===== config.mk =====
export PLATFORM = sky130hd
export DESIGN_NAME = y_multicycle_ctrl
export DESIGN_NICKNAME = d
export VERILOG_FILES = /design/src/rtl/y_multicycle_ctrl.sv
export SDC_FILE = /design/constraint.sdc
export NUM_CORES = 1
export LEC_CHECK = 0
export BUFFER_PORTS_ARGS = -buffer_cell sky130_fd_sc_hd__buf_2
export CAP_MARGIN = 20
export CORE_ASPECT_RATIO = 1.2
export CORE_MARGIN = 2
export CORE_UTILIZATION = 27
export DETAILED_ROUTE_END_ITERATION = 8
export SETUP_SLACK_MARGIN = 0.2
export SLEW_MARGIN = 20
export SYNTH_ARGS = -nofsm -noshare
export SYNTH_HDL_FRONTEND = slang
export SYNTH_SLANG_ARGS = --single-unit

===== constraint.sdc =====
create_clock -name clk -period 3.92 [get_ports clk]
set_clock_uncertainty 0.15 [all_clocks]
set_input_delay 0.196 -clock clk [delete_from_list [all_inputs] [get_ports clk]]
set_output_delay 0.196 -clock clk [all_outputs]
set_load 0.1 [all_outputs]

===== src/rtl/y_multicycle_ctrl.sv =====
// Multicycle control FSM for the yIF/yID/yEX datapath: latches the fetched instruction and sequences it.
// Retires in 3-5 clocks depending on opcode; there is no backpressure and unknown opcodes park in TRAP until reset.
module y_multicycle_ctrl #(
    parameter logic [31:0] RESET_PC = 32'h28
) (
    input  logic        clk,
    input  logic        rst_n,
    input  logic [31:0] ins,
    input  logic        zero,
    input  logic [31:0] PCp4,
    input  logic [31:0] branch,
    input  logic [31:0] jTarget,
    output logic [31:0] PCin,
    output logic        RegWrite,
    output logic        ALUSrc,
    output logic [2:0]  op,
    output logic        MemRead,
    output logic        MemWrite,
    output logic        Mem2Reg,
    output logic        Link,
    output logic        illegal,
    output logic        done,
    output logic [31:0] instret
);

    typedef enum logic [2:0] {
        S_FETCH  = 3'd0,
        S_DECODE = 3'd1,
        S_EXEC   = 3'd2,
        S_MEM    = 3'd3,
        S_WB     = 3'd4,
        S_TRAP   = 3'd5
    } state_t;

    localparam logic [6:0] OPC_R   = 7'h33;
    localparam logic [6:0] OPC_I   = 7'h13;
    localparam logic [6:0] OPC_LW  = 7'h03;
    localparam logic [6:0] OPC_SW  = 7'h23;
    localparam logic [6:0] OPC_BEQ = 7'h63;
    localparam logic [6:0] OPC_JAL = 7'h6F;

    state_t      r_state;
    state_t      w_next;
    logic [31:0] r_ir;
    logic [31:0] r_pc;
    logic [31:0] r_instret;
    logic        r_illegal;

    logic [6:0]  w_opc;
    logic [2:0]  w_funct3;
    logic [6:0]  w_funct7;
    logic        w_is_r, w_is_i, w_is_lw, w_is_sw, w_is_beq, w_is_jal, w_legal;
    logic        w_last;
    logic [2:0]  w_dec_op;
    logic        w_dec_src;
    logic        w_unused_ir;

    assign w_opc    = r_ir[6:0];
    assign w_funct3 = r_ir[14:12];
    assign w_funct7 = r_ir[31:25];
    assign w_unused_ir = &{1'b0, r_ir[24:15], r_ir[11:7]};

    assign w_is_r   = (w_opc == OPC_R);
    assign w_is_i   = (w_opc == OPC_I);
    assign w_is_lw  = (w_opc == OPC_LW);
    assign w_is_sw  = (w_opc == OPC_SW);
    assign w_is_beq = (w_opc == OPC_BEQ);
    assign w_is_jal = (w_opc == OPC_JAL);
    assign w_legal  = w_is_r | w_is_i | w_is_lw | w_is_sw | w_is_beq | w_is_jal;

    // Final state of each instruction: this edge retires it and moves the PC.
    assign w_last = (r_state == S_WB)
                  | ((r_state == S_MEM)  & w_is_sw)
                  | ((r_state == S_EXEC) & w_is_beq);

    always_comb begin
        w_dec_op  = 3'b000;
        w_dec_src = 1'b0;
        if (w_is_r || w_is_i) begin
            w_dec_src = w_is_i;
            case (w_funct3)
                3'b000:  w_dec_op = (w_is_r && w_funct7 == 7'b0100000) ? 3'b110 : 3'b010;
                3'b111:  w_dec_op = 3'b000;
                3'b110:  w_dec_op = 3'b001;
                3'b010:  w_dec_op = 3'b111;
                default: w_dec_op = 3'b010;
            endcase
        end else if (w_is_lw || w_is_sw) begin
            w_dec_op  = 3'b010;
            w_dec_src = 1'b1;
        end else if (w_is_jal) begin
            w_dec_op  = 3'b010;
        end else if (w_is_beq) begin
            w_dec_op  = 3'b110;
        end
    end

    always_comb begin
        w_next = r_state;
        case (r_state)
            S_FETCH:  w_next = S_DECODE;
            S_DECODE: begin
                if (!w_legal)      w_next = S_TRAP;
                else if (w_is_jal) w_next = S_WB;
                else               w_next = S_EXEC;
            end
            S_EXEC: begin
                if (w_is_beq)                w_next = S_FETCH;
                else if (w_is_lw || w_is_sw) w_next = S_MEM;
                else                         w_next = S_WB;
            end
            S_MEM:    w_next = w_is_lw ? S_WB : S_FETCH;
            S_WB:     w_next = S_FETCH;
            S_TRAP:   w_next = S_TRAP;
            default:  w_next = S_FETCH;
        endcase
    end

    always_comb begin
        RegWrite = 1'b0;
        MemRead  = 1'b0;
        MemWrite = 1'b0;
        Mem2Reg  = 1'b0;
        Link     = 1'b0;
        op       = 3'b000;
        ALUSrc   = 1'b0;
        done     = 1'b0;
        if (r_state != S_FETCH && r_state != S_TRAP) begin
            op     = w_dec_op;
            ALUSrc = w_dec_src;
            done   = w_last;
        end
        if (r_state == S_WB) begin
            RegWrite = 1'b1;
            Mem2Reg  = w_is_lw;
            Link     = w_is_jal;
        end
        if (r_state == S_MEM) begin
            MemRead  = w_is_lw;
            MemWrite = w_is_sw;
        end
    end

    always_ff @(posedge clk or negedge rst_n) begin
        if (!rst_n) begin
            r_state   <= S_FETCH;
            r_ir      <= 32'h0;
            r_pc      <= RESET_PC;
            r_instret <= 32'h0;
            r_illegal <= 1'b0;
        end else begin
            r_state <= w_next;
            if (r_state == S_FETCH)
                r_ir <= ins;
            if (w_last) begin
                if (w_is_beq && zero) r_pc <= branch;
                else if (w_is_jal)    r_pc <= jTarget;
                else                  r_pc <= PCp4;
                r_instret <= r_instret + 32'd1;
            end
            if (r_state == S_DECODE && !w_legal)
                r_illegal <= 1'b1;
        end
    end

    assign PCin    = r_pc;
    assign instret = r_instret;
    assign illegal = r_illegal;

endmodule


==> results.tsv <==
metric	value	unit
status	completed	
clock_latency	0.34	ns
wirelength	12.7	mm
yosysWarningCount	0	
yosysTopAreaCell	dfrtp_1	
cts.sinks	85	
cts_tree	done	
min_path_type	input pin to register	
asyncSetResetFlopFracSynth	100	%
syn_nets	557	
postLayoutCoreUtil	38.3	%
worstMarginPinSlew	0.792	ns
setup_violations	0	
nFillCells	1571	
synth_cells	425	
cp.arrival	2.35	ns
start_kind	register	
cts_setup_buffers	0	
power_density	793	nW/um^2
grt.met3_usage	3.37	%
avgSynthCellArea	10.1	sq um
tns	0	ns
ir_worst_vdd	0.285	mV
drt_iter0_markers	138	
antenna_cells	0	
num_vias	4048	
cts_made_buffers	9	
avgViaCountPerCell	4.85	
core_area	15600	sq um
worst-endpoint-required	3.57	ns
ios	206	
synth.ff_latch_count	85	
rr_worst_depth	7	
worst-setup-path-type	register to output port	
hold-path-cell-count	3	
grt_antenna_before_repair	0	
dp_hpwl	9.02	mm
leakage	0.00285	uW
final_cells	834	
hp-start	PCp4[26]	
ys.flop_type	dfrtp_1	
start_util	27.6	%
maxSlewViolCount	0	
clock_tree.buffer_depth	2	
wl_per_cell	15.3	microns
die_x	119	microns
r2r-start	r_ir[4]	
die_h	142	microns
maxCapViolCount	0	
syn_area	4310	sq um
total_power	4730	uW
hold_buffers	19	
grt.busiest_layer	met2	
clockRootBuffer	clkbuf_16	
place.gp.congestion	0.829	
route.detailed.drc	0	
fin_nets	753	
place_area	5440	sq um
firstDrtPassIters	6	
period_share	68.9	%
overflow	0	
grt_use_met1	16.9	%
ant_nets	0	
dpl.cell_count	799	
h-tree-depth	3	
synth_top_area_share	48.2	%
grt_first_pass_wirelength	20.1	mm
dieArea	17000	sq um
synth.yosys.seq_area_share	49.5	%
grt_use_total	14.9	%
io_buffers	190	
rsz0062_at_grt	false	
area_growth	38.6	%
worstSetupEndpointType	output port	
path_clk_slew	0.06	ns
use_met2	26.6	%
grt_pass1_vias	4106	
synthDistinctLibCells	53	
grt_max_degree	86	
max-slew-margin-rel	47.2	%
cts_resized	0	
rows	50	
reg2reg_slack	1.33	ns
multi_input_area	2020	sq um
fmaxAchievable	0.370	GHz
cp_max_fo	13	
r2r_end	instret[29]	
design_area	5970	sq um
synth_edf_count	0	
yosys-top-cells-area	dfrtp_1 (48%), o22a_1 (6.3%), o22ai_1 (4.5%)	
hold_viol	0	
regArea	2130	sq um
crit_path_start	r_ir[4]	
drive_gt1_share	38.8	%
period_needed	2.70	ns
holdPathEnd	PCin[26]	
[critical path, cell delays in order (launching register included)]
cell      delay (ns)
dfrtp_1         0.54
nand3b_1        0.26
nor4_1          0.45
nor2_4          0.06
inv_2           0.22
buf_2           0.49
[Yosys cell counts (2+ instances only)]
cell,instances
xnor2_1,15
nand3b_1,2
o2111ai_1,2
nor2_1,22
xor2_1,18
inv_1,10
and3_1,3
buf_4,2
a211oi_1,3
and4_1,3
buf_6,2
dfstp_2,2
and2_1,2
nand4_1,10
nor3_1,12
inv_2,2
dfrtp_1,83
nor4_1,6
o22ai_1,31
nand3_1,11
mux2_2,16
o22a_1,31
buf_2,5
a21oi_1,4
nand2b_1,4
clkbuf_1,20
o21ai_0,31
nand2_1,48
[stage by stage]
stage,setup slack [ns],hold WS (ns)
2_1_floorplan,0.419,-0.250
3_3_place_gp,1.39,0.264
3_5_place_dp,1.31,0.273
4_1_cts,1.18,0.00262
5_1_grt,1.09,0.0270
6_report,1.22,0.0212
[placed cells by master (no fill, tap or decap), drive strengths merged, types with 15 or more instances in the layout]
master / instances
o22ai: 31
buf: 195
dlygate4sd3: 19
xor2: 18
xnor2: 15
nor2: 22
o22a: 31
o21ai: 32
dfrtp: 83
nand2: 48
mux2: 16
[logic make-up (layout without fill, tap and decap cells)]
family	count (synthesis)	after routing	synth area share, %
buffers and inverters	41	242	4.24
adder cells (fa/ha/maj)	1	1	0.291
multiplexers	17	17	4.42
AO/OA/AOI/OAI	112	112	17.7
AND/OR/NAND/NOR	136	136	17.2
XOR/XNOR	33	33	6.71
flip-flops	85	85	49.5
[how the worst max path moves through the flow]
| stage | end | slack (ns) |
|---|---|---|
| 2_1_floorplan | ALUSrc | 0.42 |
| 3_3_place_gp | instret[29] | 1.39 |
| 3_5_place_dp | instret[29] | 1.31 |
| 4_1_cts | done | 1.18 |
| 5_1_grt | op[2] | 1.09 |
| 6_report | done | 1.22 |
[sequential cells by signal, indices dropped and copies added, names as in the netlist]
signal / cells
PCin: 32
illegal: 1
instret: 32
r_ir: 17
r_state: 3
[power by group]
group          internal (uW)  switching, uW  leakage (uW)  total [uW]
clock                    578            357      0.000160         935
sequential              1160            250       0.00107        1410
combinational            495           1890       0.00162        2380
total                   2240           2490       0.00285        4730
[final cells by class]
type / count / area share, %
timing repair buffer: 214 / 19.9
clock buffer: 11 / 4.07
clock inverter: 5 / 1.38
tap: 208 / 4.36
multi-input combinational: 299 / 33.9
sequential: 85 / 35.7
inverter: 12 / 0.755
[routing by layer]
layer	vias to the layer above	share of wire, %	routed length (microns)
met5	-	0	0
met4	0	1.9	246
met3	18	6.5	833
met2	162	51	6450
met1	1920	41	5200
li1	1948	-	-
Note: power is estimated with default switching activity, not from simulation.
